## config.mk

```make
export PLATFORM = sky130hd
export DESIGN_NAME = alu_multibyte_seq
export DESIGN_NICKNAME = d
export VERILOG_FILES = /design/src/rtl/alu_multibyte_seq.sv
export SDC_FILE = /design/constraint.sdc
export NUM_CORES = 1
export LEC_CHECK = 0
export CELL_PAD_IN_SITES_DETAIL_PLACEMENT = 0
export CELL_PAD_IN_SITES_GLOBAL_PLACEMENT = 1
export CORE_MARGIN = 8
export CORE_UTILIZATION = 40
export DETAILED_ROUTE_END_ITERATION = 8
export PLACE_DENSITY = 0.81
export SETUP_SLACK_MARGIN = 0.3
export SLEW_MARGIN = 20
export SYNTH_ARGS = -nofsm -noshare
export SYNTH_HDL_FRONTEND = slang
export SYNTH_SLANG_ARGS = --single-unit
```

## constraint.sdc

```tcl
create_clock -name clk -period 2.5 [get_ports clk]
set_input_delay 0.375 -clock clk [delete_from_list [all_inputs] [get_ports clk]]
set_output_delay 0.375 -clock clk [all_outputs]
set_load 0.01 [all_outputs]
```

## src/rtl/alu_multibyte_seq.sv

```systemverilog
// Multi-byte sequencer for the shared 8-bit ALU.
// Processes one byte per clock, least-significant byte first, and chains carry/borrow between bytes.
module alu_multibyte_seq #(
  parameter int unsigned NBYTES = 4
) (
  input  logic                  clk,
  input  logic                  rst_n,
  input  logic                  start,
  input  logic [2:0]            op,
  input  logic                  carry_in,
  input  logic [8*NBYTES-1:0]   opnd_a,
  input  logic [8*NBYTES-1:0]   opnd_b,
  output logic                  busy,
  output logic                  done,
  output logic [8*NBYTES-1:0]   result,
  output logic                  carry_out,
  output logic                  zero_out,
  output logic [7:0]            alu_in1,
  output logic [7:0]            alu_in2,
  output logic                  alu_cin,
  output logic [2:0]            alu_opcode,
  input  logic [7:0]            alu_res,
  input  logic                  alu_cout,
  input  logic                  alu_zero
);

  localparam int unsigned IDXW = (NBYTES > 1) ? $clog2(NBYTES) : 1;

  localparam logic [2:0] ADD_FN  = 3'd0;
  localparam logic [2:0] ADDC_FN = 3'd1;
  localparam logic [2:0] SUB_FN  = 3'd2;
  localparam logic [2:0] SUBC_FN = 3'd3;

  typedef enum logic [1:0] {IDLE, RUN, DONE} state_t;

  state_t                   state, state_d;
  logic [IDXW-1:0]          idx;
  logic [2:0]               op_q;
  logic                     cin_q;
  logic [NBYTES-1:0][7:0]   a_q, b_q, acc, acc_d;
  logic                     carry_q;
  logic                     zacc;
  logic                     last;
  logic                     is_logic;

  assign is_logic = op_q[2];

  always_ff @(posedge clk or negedge rst_n) begin
    if (!rst_n) state <= IDLE;
    else        state <= state_d;
  end

  // Next state plus ALU drive; the ALU sits idle (reset values) outside RUN.
  always_comb begin
    state_d    = state;
    alu_in1    = '0;
    alu_in2    = '0;
    alu_cin    = 1'b0;
    alu_opcode = ADD_FN;
    acc_d      = acc;
    last       = (idx == IDXW'(NBYTES - 1));
    unique case (state)
      IDLE: if (start) state_d = RUN;
      RUN: begin
        alu_in1    = a_q[idx];
        alu_in2    = b_q[idx];
        acc_d[idx] = alu_res;
        unique case (op_q)
          ADD_FN, SUB_FN: begin
            if (idx == '0) begin
              alu_opcode = op_q;
              alu_cin    = 1'b0;
            end else begin
              alu_opcode = (op_q == ADD_FN) ? ADDC_FN : SUBC_FN;
              alu_cin    = carry_q;
            end
          end
          ADDC_FN, SUBC_FN: begin
            alu_opcode = op_q;
            alu_cin    = (idx == '0) ? cin_q : carry_q;
          end
          default: begin
            alu_opcode = op_q;
            alu_cin    = 1'b0;
          end
        endcase
        if (last) state_d = DONE;
      end
      DONE:    state_d = IDLE;
      default: state_d = IDLE;
    endcase
  end

  // Operand latch, byte accumulation and final flag capture.
  always_ff @(posedge clk or negedge rst_n) begin
    if (!rst_n) begin
      idx       <= '0;
      op_q      <= ADD_FN;
      cin_q     <= 1'b0;
      a_q       <= '0;
      b_q       <= '0;
      acc       <= '0;
      carry_q   <= 1'b0;
      zacc      <= 1'b0;
      result    <= '0;
      carry_out <= 1'b0;
      zero_out  <= 1'b0;
    end else begin
      unique case (state)
        IDLE: begin
          if (start) begin
            op_q    <= op;
            cin_q   <= carry_in;
            a_q     <= opnd_a;
            b_q     <= opnd_b;
            acc     <= '0;
            zacc    <= 1'b1;
            carry_q <= 1'b0;
            idx     <= '0;
          end
        end
        RUN: begin
          acc     <= acc_d;
          carry_q <= alu_cout;
          zacc    <= zacc & alu_zero;
          idx     <= IDXW'(idx + 1'b1);
          if (last) begin
            result    <= acc_d;
            // The ALU leaves cout undefined on logic functions.
            carry_out <= is_logic ? 1'b0 : alu_cout;
            zero_out  <= zacc & alu_zero;
          end
        end
        default: ;
      endcase
    end
  end

  always_ff @(posedge clk or negedge rst_n) begin
    if (!rst_n) begin
      busy <= 1'b0;
      done <= 1'b0;
    end else begin
      busy <= (state_d != IDLE);
      done <= (state_d == DONE);
    end
  end

endmodule

```

; Word-level counts from Yosys, hierarchy flattened
; Index checks and enable logic that the tools add are counted.
[classes]
n_addsub = 1
n_lt_le_gt_ge = 2
n_eq_ne = 7
mux = 29
bitwise_logic = 1
reduce_logical = 11
[op_table]
columns = operator, count
row1 = $pmux W32 S2, 1
row2 = $mux W8, 5
row3 = $bmux W8 S2, 2
row4 = $bwmux W32, 1
row5 = $mux W32, 1
row6 = $demux W8 S2, 1
row7 = $mux W3, 3
row8 = $mux W2, 4
row9 = $pmux W2 S2, 2
row10 = $eq A3 B2 Y1 const B, 2
row11 = $mux W1, 6
row12 = $pmux W1 S2, 3
row13 = $reduce_and A2 Y1, 3
row14 = $eq A2 B2 Y1 const B, 2
row15 = $logic_not A2 Y1, 2
row16 = $reduce_bool A2 Y1, 2
row17 = $reduce_or A2 Y1, 2
row18 = $eq A3 B1 Y1 const B, 1
row19 = $logic_not A3 Y1, 1
row20 = $lt A2 B3 Y1 const B, 1
row21 = $add A2 B1 Y2 const B, 1
row22 = $eq A2 B1 Y1 const B, 1
row23 = $ge A2 B1 Y1 const B, 1
row24 = $ne A2 B2 Y1 const B, 1
row25 = 2 further kinds, 2
[word_totals]
register_bits = 142
in_bits = 81

; Longest topological paths before layout
[depth]
depth_word = 6
depth_mapped = 8
depth_no_buf = 4

; Worst setup path after synthesis
; Ideal clock, no wire load.
[synth_timing]
kind = register -> output
start = register idx[1]
end = output alu_cin
arrival_time_ns = 1.864
slack_ns = 0.261
path_stages_with_launch = 9
path_buffers = 4
cell_sequence = dfrtp_1 buf_2 buf_2 inv_1 ha_1 buf_4 clkbuf_1 nand2b_1 a211oi_1
[synth_via]
elab_chain_len = 4
word_cells_on_any_way = 5
[synth_rtl]
columns = element, line
row1 = start: declaration, 37  ; logic [IDXW-1:0] idx;
row2 = start signal: assignment, 126  ; idx <= IDXW'(idx + 1'b1);
row3 = $logic_not A2 Y1 *, "70, 80"
row4 = "$mux W1, on equally long branches", "80, 70"
row5 = $pmux W1 S2 *, 68  ; unique case (op_q)
row6 = $mux W1 *, 62  ; unique case (state)
row7 = end: declaration, 20  ; output logic alu_cin,
; Mark *: on every way between the ends. The rest lies on a longest branch, timed or not.

; Worst setup path in the final report
[layout_timing]
start = register state[1]
end = output alu_in1[6]
[layout_via]
elab_chain_len = 2
[layout_rtl]
columns = element, line
row1 = start: declaration, 36  ; state_t state, state_d;
row2 = start signal: assignment, 50  ; else state <= state_d;
row3 = $eq A2 B1 Y1, 62
row4 = $mux W8, 62
row5 = end: declaration, 18  ; output logic [7:0] alu_in1,
; No other way between the ends.

==> PnR_summary.wiki <==
{| class="wikitable"
! Metric !! Value
|-
| Number of antenna repair diodes || 0
|-
| Clock-pin transition on the worst setup and hold timing paths || ~0.060 ns
|-
| Post-synthesis cell type with the largest combined area || sky130_fd_sc_hd__dfrtp_1
|-
| WL final || 16100 µm
|-
| Bufs on Longest Clock Path || 2
|-
| Aggregate global routing overflow || 0
|-
| Layout Utilization || 54.0%
|-
| Count of mapped cells out of synthesis || 466
|-
| Root Buffer || sky130_fd_sc_hd__clkbuf_16
|-
| Placement-stage cell area || roughly 8200 µm²
|-
| Share of the clock period used by the worst path after layout || around 86%
|-
| Placeable core region || roughly 17000 µm²
|-
| Peak Freq || 463 MHz
|-
| Actual slew at the worst max-slew pin || between 0.5 and 0.6 ns
|-
| Final period demand of the worst path || 2.16 ns
|-
| Antenna violations before repair || 0
|-
| Type of element launching the critical path || flip-flop
|-
| Reg2reg start || state[0]$_DFF_PN0_
|-
| Count of cell types in the netlist || 37
|-
| Width of the die || 146 µm
|-
| Total via count in the routed design || ~4300
|-
| Share of layout cells above drive strength 1 || 35.8%
|-
| Post-route worst hold slack || 0.476 ns
|-
| PwrDens || ~1300 nW/µm²
|-
| Hold Fails Final Rpt || 0
|-
| Full die area || approximately 21000 µm²
|-
| Fin Setup TNS || 0 ns
|-
| Flip-flop and latch count after synthesis || between 100 and 150
|-
| Vertical extent of the die || approximately 150 µm
|-
| DRC violations left || 0
|-
| Syn_nets || between 500 and 600
|-
| Worst Setup Path Type || flip-flop to output port
|-
| Type of element capturing the critical path || output port
|-
| Required time of the worst setup path || around 2.1 ns
|-
| Largest driver fanout on the critical path || 17
|-
| Final slew viol count || 0
|-
| RSZ-0062 raised after global routing || true
|-
| Critical Path AT || 1.79 ns
|-
| Type of the tightest min-delay check || primary input to asynchronous set/reset pin
|-
| Count of boundary I/O pins || about 140
|-
| WL/cell || 19.3 µm
|-
| Number of sinks on the clock net || 134
|-
| Number of clock buffers inserted by TritonCTS || 17
|-
| Reg2Reg Depth || 5
|-
| Initial core utilization || 40.8%
|-
| Final design area excluding fillers || around 9000 µm²
|-
| Largest net degree at the start of global routing || 73
|-
| Drt via density || ~5.2
|-
| Insertion delay to the later sink of the worst-skew pair || slightly above 0.4 ns
|-
| Standard-cell rows || 47
|-
| Detailed-router iteration count before antenna repair || 4
|-
| Worst max-slew margin expressed relative to the limit || ~65%
|-
| Number of global-route vias before repair || roughly 4800
|-
| Area fraction of the dominant cell type after synthesis || roughly 50%
|-
| Growth of design area from synthesis to finish || 32.3%
|-
| Post-layout nets || 683
|-
| Leakage power total || between 0.004 and 0.005 µW
|-
| Total number of yosys warnings || 0
|-
| Share of the yosys chip area belonging to registers || around half
|-
| Largest cells by area after synthesis || sky130_fd_sc_hd__dfrtp_1, sky130_fd_sc_hd__mux2_4, sky130_fd_sc_hd__mux2_2, sky130_fd_sc_hd__mux2i_1, sky130_fd_sc_hd__and4b_1
|-
| CTS H-Tree Depth || 4
|-
| HPWL after detailed placement || 10600 µm
|-
| Final clock skew || 0.00533 ns
|-
| Max Cap Violations || 0
|-
| Number of buffer cells added on primary ports || about 140
|-
| Overall power || between 10000 and 15000 µW
|-
| Overall global routing resource usage || about 15%
|-
| Detailed Route Iter0 Violations || between 100 and 150
|-
| Average size of a mapped cell || ~15 µm²
|-
| Setup crit start || state[1]$_DFF_PN0_
|-
| Clock tree from TritonCTS || done
|-
| Syn Std Cell Area || about 6800 µm²
|-
| Routability congestion estimate from global placement || slightly above 0.8
|-
| Final count of negative-setup-slack endpoints || 0
|-
| Status || finished clean
|-
| Max rail drop VDD || 0.000644 V
|-
| Wire length of the first global-routing pass || about 27000 µm
|-
| Post-DRT Antenna Nets || 0
|}
==> final timing paths <==
kind / endpoint / slack [ns]
worst max register to register: a_q[25]$_DFFE_PN0P_ / 0.44
worst min-delay path: result[23]$_DFFE_PN0P_ / 0.48
max in group asynchronous: b_q[27]$_DFFE_PN0P_ / 1.27
worst max-delay path: alu_in1[6] / 0.34
min in group clk: zacc$_DFFE_PN0P_ / 0.48
worst min register to register: zacc$_DFFE_PN0P_ / 0.48
==> cell families (layout without fill, tap and decap cells) <==
family | count (synthesis) | after routing | share of synthesized area (%)
AND/OR/NAND/NOR | 68 | 68 | 8.93
multiplexers | 155 | 155 | 28.5
flip-flops | 134 | 134 | 49.5
buffers and inverters | 54 | 199 | 5.64
adder cells (fa/ha/maj) | 4 | 4 | 0.739
AO/OA/AOI/OAI | 51 | 51 | 6.65
==> through the flow <==
step | std cells | setup WS (ns)
after CTS | 828 | 0.209
after global routing | 831 | 0.275
after floorplan | 466 | 0.339
after global placement | 790 | 0.387
final | 831 | 0.338
after detailed placement | 790 | 0.354
==> state kept, by name, indices dropped and copies added, names as in the netlist <==
name,count
a_q,32
op_q,3
result,32
carry_q,1
idx,2
done,1
busy,1
zacc,1
acc,24
cin_q,1
state,2
carry_out,1
zero_out,1
b_q,32
==> power by group <==
group / internal (µW) / total, µW / switching (µW)
clock network: 1400 / 2370 / 977
logic: 3330 / 5810 / 2490
registers: 3180 / 3770 / 582
total: 7910 / 12000 / 4040
==> synthesized netlist by cell type <==
cell type / count
sky130_fd_sc_hd__a21o_1: 1
sky130_fd_sc_hd__ha_1: 4
sky130_fd_sc_hd__inv_1: 8
sky130_fd_sc_hd__o31ai_1: 2
sky130_fd_sc_hd__nor4bb_1: 11
sky130_fd_sc_hd__nand3b_1: 3
sky130_fd_sc_hd__or3b_1: 2
sky130_fd_sc_hd__mux2_1: 1
sky130_fd_sc_hd__and3b_1: 2
sky130_fd_sc_hd__and2b_1: 1
sky130_fd_sc_hd__nor2b_1: 10
sky130_fd_sc_hd__o21a_1: 1
sky130_fd_sc_hd__o21ai_0: 4
sky130_fd_sc_hd__o22ai_1: 7
sky130_fd_sc_hd__nor2_1: 1
sky130_fd_sc_hd__o22ai_2: 9
sky130_fd_sc_hd__nor3b_2: 1
sky130_fd_sc_hd__o21bai_1: 2
sky130_fd_sc_hd__buf_4: 6
sky130_fd_sc_hd__a211o_1: 15
sky130_fd_sc_hd__mux2i_1: 33
sky130_fd_sc_hd__and4bb_2: 4
sky130_fd_sc_hd__nand3_1: 1
sky130_fd_sc_hd__mux2_4: 60
sky130_fd_sc_hd__and4b_1: 24
sky130_fd_sc_hd__buf_2: 16
sky130_fd_sc_hd__and2_1: 2
sky130_fd_sc_hd__nand4b_1: 3
sky130_fd_sc_hd__a211oi_1: 1
sky130_fd_sc_hd__buf_12: 7
sky130_fd_sc_hd__a221o_1: 9
sky130_fd_sc_hd__nand2_1: 1
sky130_fd_sc_hd__dfrtp_1: 134
sky130_fd_sc_hd__buf_6: 3
sky130_fd_sc_hd__clkbuf_1: 14
sky130_fd_sc_hd__mux2_2: 61
sky130_fd_sc_hd__nand2b_1: 2
==> final cells by class <==
cell class | count | area, µm²
Clock buffer | 18 | 439
Clock inverter | 14 | 129
Fill cell | 1380 | 7630
Inverter | 8 | 30.0
Multi-Input combinational cell | 278 | 3150
Sequential cell | 134 | 3350
Tap cell | 220 | 275
Timing Repair Buffer | 159 | 1580
==> cell usage in the layout, fill, tap and decap left out, drive strengths merged, types with 4 or more instances in the layout <==
master / n
a221o: 9
and4bb: 4
o21ai: 4
o22ai: 16
ha: 4
clkinv: 5
clkdlybuf4s50: 115
clkinvlp: 6
mux2i: 33
nor2b: 10
and4b: 24
clkbuf: 18
nor4bb: 11
a211o: 15
dfrtp: 134
inv: 10
mux2: 122
buf: 40
==> worst max-delay path, stage by stage (launching register included) <==
cell	delay, ns
sky130_fd_sc_hd__dfrtp_1	0.40
sky130_fd_sc_hd__or3b_1	0.41
sky130_fd_sc_hd__buf_6	0.22
sky130_fd_sc_hd__o22ai_1	0.18
sky130_fd_sc_hd__buf_2	0.16
==> routing by layer <==
metal | track usage, % | vias to the layer above | wire length, µm
li1 | - | 1996 | -
met2 | 24.3 | 123 | 7380
met5 | 0 | - | 0
met1 | 19.5 | 2143 | 7360
met3 | 5.38 | 19 | 1040
met4 | 5.51 | 0 | 269
==> timing repair <==
item,in CTS,in global routing
resized for setup,73,28
setup endpoints to repair,20,26
cloned,1,0
hold buffers,1,0
pin swaps,0,6
buffers inserted,4,3
endpoints found under the hold margin,48,0
Note: power is estimated with default switching activity, not from simulation.
==> RTL change 1, RTL diff (config.mk and constraints unchanged) <==
Encoding of `state_t`: now one-hot (3 bits for 3 states).
--- a/src/rtl/alu_multibyte_seq.sv
+++ b/src/rtl/alu_multibyte_seq.sv
@@ -31,7 +31,7 @@
   localparam logic [2:0] SUB_FN  = 3'd2;
   localparam logic [2:0] SUBC_FN = 3'd3;
 
-  typedef enum logic [1:0] {IDLE, RUN, DONE} state_t;
+  typedef enum logic [2:0] {IDLE = 3'b001, RUN = 3'b010, DONE = 3'b100} state_t;
 
   state_t                   state, state_d;
   logic [IDXW-1:0]          idx;
Function: same outputs for any inputs over 10 cycles, from zero or initial values and one cycle with rst_n low; not proved beyond that.
==> RTL change 1 against the unedited design <==
Final cell count decreased by 7.2%; count of clock-buffer cells in the layout increased by 6; die area decreased by 11%; global-route usage increased by 0.72 points; design area decreased by 7.1%; setup slack got worse by 0.15 ns; area after synthesis decreased by 12%; sequential cell count increased by 2; worst hold slack got worse by 0.49 ns; power decreased by 18%; the run now ends with hold timing left; non-clock buffer count increased by 13; routed wire length decreased by 8.3%; sequential share of layout area increased by 3.5 points.
==> RTL change 1: results (changes against the unedited design) <==
metric,value,unit,change
drt pass-1 iters,4,,unchanged
Final GP Congestion,0.7226,,-12%
list of most frequent post-synthesis cells,"dfrtp_1 (135), mux2_2 (76), nor2_1 (29)",,
worst clock skew,0.006283,ns,+0.0009528 ns
first-pass GRT wire length,23.44,mm,-12%
"Cell Area, Placed",0.007473,sq mm,-9.2%
vias in the first global route,4420,,-7.7%
asr flop ratio synth,100.0,%,unchanged
total CTS buffers,17,,unchanged
layout cell share with drive strength beyond 1,33.56,%,-2.3 points
Routed WL,14.71,mm,-8.3%
Unique masters post-synth,31,,-16%
root buffer cell,clkbuf_16,,
H-tree Lvls,4,,unchanged
ranking of synthesized cells by area,"dfrtp_1 (57%), mux2_2 (14%), mux4_2 (6.1%)",,
Final setup viols,0,,unchanged
1st-iter DRT viols,190,,+42%
Final #Nets,661,,-3.2%
FF-to-FF End,result[7],,
Post-Place Cells,722,,-8.6%
P_leak,0.003546,uW,-12%
worst path arrival time,1.94,ns,+0.15 ns
status,"finished, violations left",,
biggest regs,"a_q x32, b_q x32, result x32",,
Reg2Reg Depth,9,,+4
initial antenna violation count,0,,unchanged
ANT cells,0,,unchanged
largest net degree at the start of global routing,78,,+6.8%
vias post-DR,3935,,-8.1%
R2R Setup Slk,0.51,ns,+0.07 ns
failing checks,hold timing,,
total track usage,16.21,%,+0.72 points
pre-CTS setup slack,0.2922,ns,-0.06187 ns
Fill cells,1166,,-16%
Rel. slew slack,51.71,%,-13 points
worst skew pair latency,0.42,ns,
WHS,-0.01571,ns,-0.4917 ns
Port Buffers,136,,unchanged
maximum fanout along the worst path,7,,-10
DP HPWL,9.997,mm,-6.0%
VDD IR-drop max,0.5542,mV,-14%
ys flop type,dfrtp_1,,
worst r2r src,idx[0],,
clk slew on worst S/H paths,0.06,ns,about the same
Max clock buf depth,2,,unchanged
register area share after synthesis,57.45,%,+7.9 points
Syn Inst Count,421,,-9.7%
Hold Path Class,input port to asynchronous set/reset pin,,
"Hold Vio Cnt, Final",2,,+2
WL per Instance,19.08,um,-1.2%
Yosys warnings,0,,unchanged
Mapped Nets,507,,-8.0%
-- RTL change 1: changes by cell type after synthesis, moves of 9 or more --
cell	delta
and4b_1	-24
mux2_4	-60
mux2_2	+15
o22ai_2	-9
a21oi_1	+25
nor2_1	+28
nor4bb_1	-9
and2_1	+18
a221o_1	-9
a211o_1	-15
nor2b_1	-9
mux4_2	+16
a22o_1	+27
-- RTL change 1: timing repair --
action / 4_1_cts / 5_1_grt
hold buffers: 0 / 0
cloned: 1 / 0
pin swaps: 6 / 8
buffers inserted: 14 / 3
gates resized for setup: 78 / 36
endpoints found under the setup margin: 20 / 30
-- RTL change 1: layout make-up --
| cell class | instances | area, sq um | area share [%] |
|---|---|---|---|
| clock buffers | 24 | 491.7 | 5.911 |
| clock inverters | 7 | 140.1 | 1.684 |
| inverters | 5 | 18.77 | 0.2256 |
| multi-input cells | 243 | 2352 | 28.27 |
| flip-flops and latches | 136 | 3407 | 40.95 |
| well taps | 184 | 230.2 | 2.767 |
| repair buffers | 172 | 1679 | 20.18 |
-- RTL change 1: kinds of logic (layout without fill, tap and decap cells) --
group / after synthesis / after routing / synth area share [%]
AO/OA/AOI/OAI: 57 / 57 / 6.651
adder cells (fa/ha/maj): 5 / 5 / 1.056
buffers and inverters: 42 / 208 / 3.864
flip-flops: 136 / 136 / 57.45
multiplexers: 118 / 118 / 24.92
AND/OR/NAND/NOR: 63 / 63 / 6.060
-- RTL change 1: critical path, stage by stage (launching register included) --
cell     delay (ns)
dfrtp_1        0.42
buf_12         0.15
buf_6          0.10
buf_4          0.10
mux4_2         0.48
and2_1         0.15
buf_2          0.13
-- RTL change 1: power by group --
group,switching (uW),total [uW],internal (uW)
sequential,516,3610,3090
clock,902,2670,1770
combinational,1350,3490,2140
total,2770,9770,7000
-- RTL change 1: worst max-delay path by stage --
stage / end / slack (ns) / startpoint
global route: alu_in1[7] / 0.14 / idx[0]
detailed placement: alu_cin / 0.29 / state[2]
global placement: alu_cin / 0.31 / state[2]
finish: alu_in2[6] / 0.19 / idx[0]
floorplan: alu_cin / 0.31 / idx[1]
CTS: alu_in1[2] / 0.09 / idx[0]
-- RTL change 1: per-layer routing --
metal / part of all wire [%] / vias up / GRT usage, % / wire (um)
li1: - / 1813 / - / -
met1: 41 / 1990 / 19.89 / 6102
met2: 46 / 121 / 24.95 / 6810
met3: 11 / 11 / 7.659 / 1650
met4: 1.0 / 0 / 4.836 / 148
met5: 0 / - / 0 / 0
-- RTL change 1: per-stage QoR --
stage,hold WS (ns),total power [uW]
5_1_grt,0.05217,10320
4_1_cts,0.01661,9707
6_report,-0.01571,9773
3_5_place_dp,0.4537,6844
2_1_floorplan,0.07941,5663
3_3_place_gp,0.4491,6718
==> RTL change 2, RTL diff (same settings) <==
Made on the original files. The parameter `NBYTES` goes from 4 to 8.
--- a/src/rtl/alu_multibyte_seq.sv
+++ b/src/rtl/alu_multibyte_seq.sv
@@ -1,7 +1,7 @@
 // Multi-byte sequencer for the shared 8-bit ALU.
 // Processes one byte per clock, least-significant byte first, and chains carry/borrow between bytes.
 module alu_multibyte_seq #(
-  parameter int unsigned NBYTES = 4
+  parameter int unsigned NBYTES = 8
 ) (
   input  logic                  clk,
   input  logic                  rst_n,
Interface: changed (resized opnd_a, opnd_b and result); port bits go from 137 to 233. No check against the original RTL was run, so the function may have changed too.
==> RTL change 2 against the unedited design <==
The flow now finishes with violations (setup timing); sequential cell count is 137 higher; global-route usage is 2.6 points higher; power is 81% higher; core utilization is 0.84 points higher; die area is 72% higher; area after synthesis is 82% higher; final cell count is 98% higher; highest routed layer is now met5; design area is 87% higher; routed wire length is 110% higher; setup slack worse by 0.44 ns; non-clock buffer count is 144 higher; register-to-register slack worse by 0.05 ns.
==> RTL change 2: results (changes against the unedited design) <==
metric,value,unit,change
WL per Instance,20.91,um,+8.2%
Synth Area in Compound Gates,12.32,%,+5.7 points
H-tree Lvls,1,,-3
Fill cells,2576,,+87%
clkbuf count,45,,+27
register area share after synthesis,55.00,%,+5.5 points
status,"finished, violations left",,
worst clock skew,0.01864,ns,+0.01331 ns
failing checks,setup timing,,
Unique masters post-synth,52,,+41%
VDD IR-drop max,0.6979,mV,+8.4%
post-CTS sizing,124,,+70%
Buffers excl. clock,303,,+91%
Max clock buf depth,3,,+1
Final #Nets,1373,,+100%
Routed WL,34.37,mm,+110%
fin worst setup slack,-0.1067,ns,-0.4449 ns
Net Sw Power,7245,uW,+79%
layout cell share with drive strength beyond 1,20.19,%,-16 points
Setup TNS,-0.5181,ns,-0.5181 ns
Adder-Cell Fraction of Synth Area,0.3044,%,-0.43 points
worst path arrival time,2.23,ns,+0.44 ns
Multi-input gate area,0.005176,sq mm,+65%
Final setup viols,11,,+11
Port Buffers,232,,+71%
P_leak,0.007430,uW,+84%
-- RTL change 2: cell types whose count changed after synthesis, moves of 12 or more --
cell	before	now
and4b_1	24	2
clkbuf_1	14	28
mux2i_1	33	64
o21ai_0	4	91
mux2_1	1	80
dfrtp_1	134	271
a22o_1	0	71
nand2_1	1	70
mux2_4	60	0
nor3b_1	0	12
and3b_1	2	21
buf_2	16	31
a211o_1	15	0
-- RTL change 2: layer usage --
layer	share of wire (%)	wire (um)
met1	46	15710
met3	6.7	2302
met2	46	15740
met5	0.23	80
met4	1.6	534
-- RTL change 2: kinds of logic (layout without fill, tap and decap cells) --
group / after synthesis / after routing
and+or+nand+nor: 176 / 177
buffers and inverters: 97 / 373
adders and majority gates: 3 / 3
muxes: 207 / 207
AOI/OAI and AO/OA: 217 / 217
DFF: 271 / 271
-- RTL change 2: critical path, cell delays in order (launching register included) --
cell,delay (ns)
dfrtp_4,0.51
buf_6,0.15
nand3b_4,0.20
buf_6,0.14
o221a_4,0.24
o211ai_1,0.25
buf_2,0.19
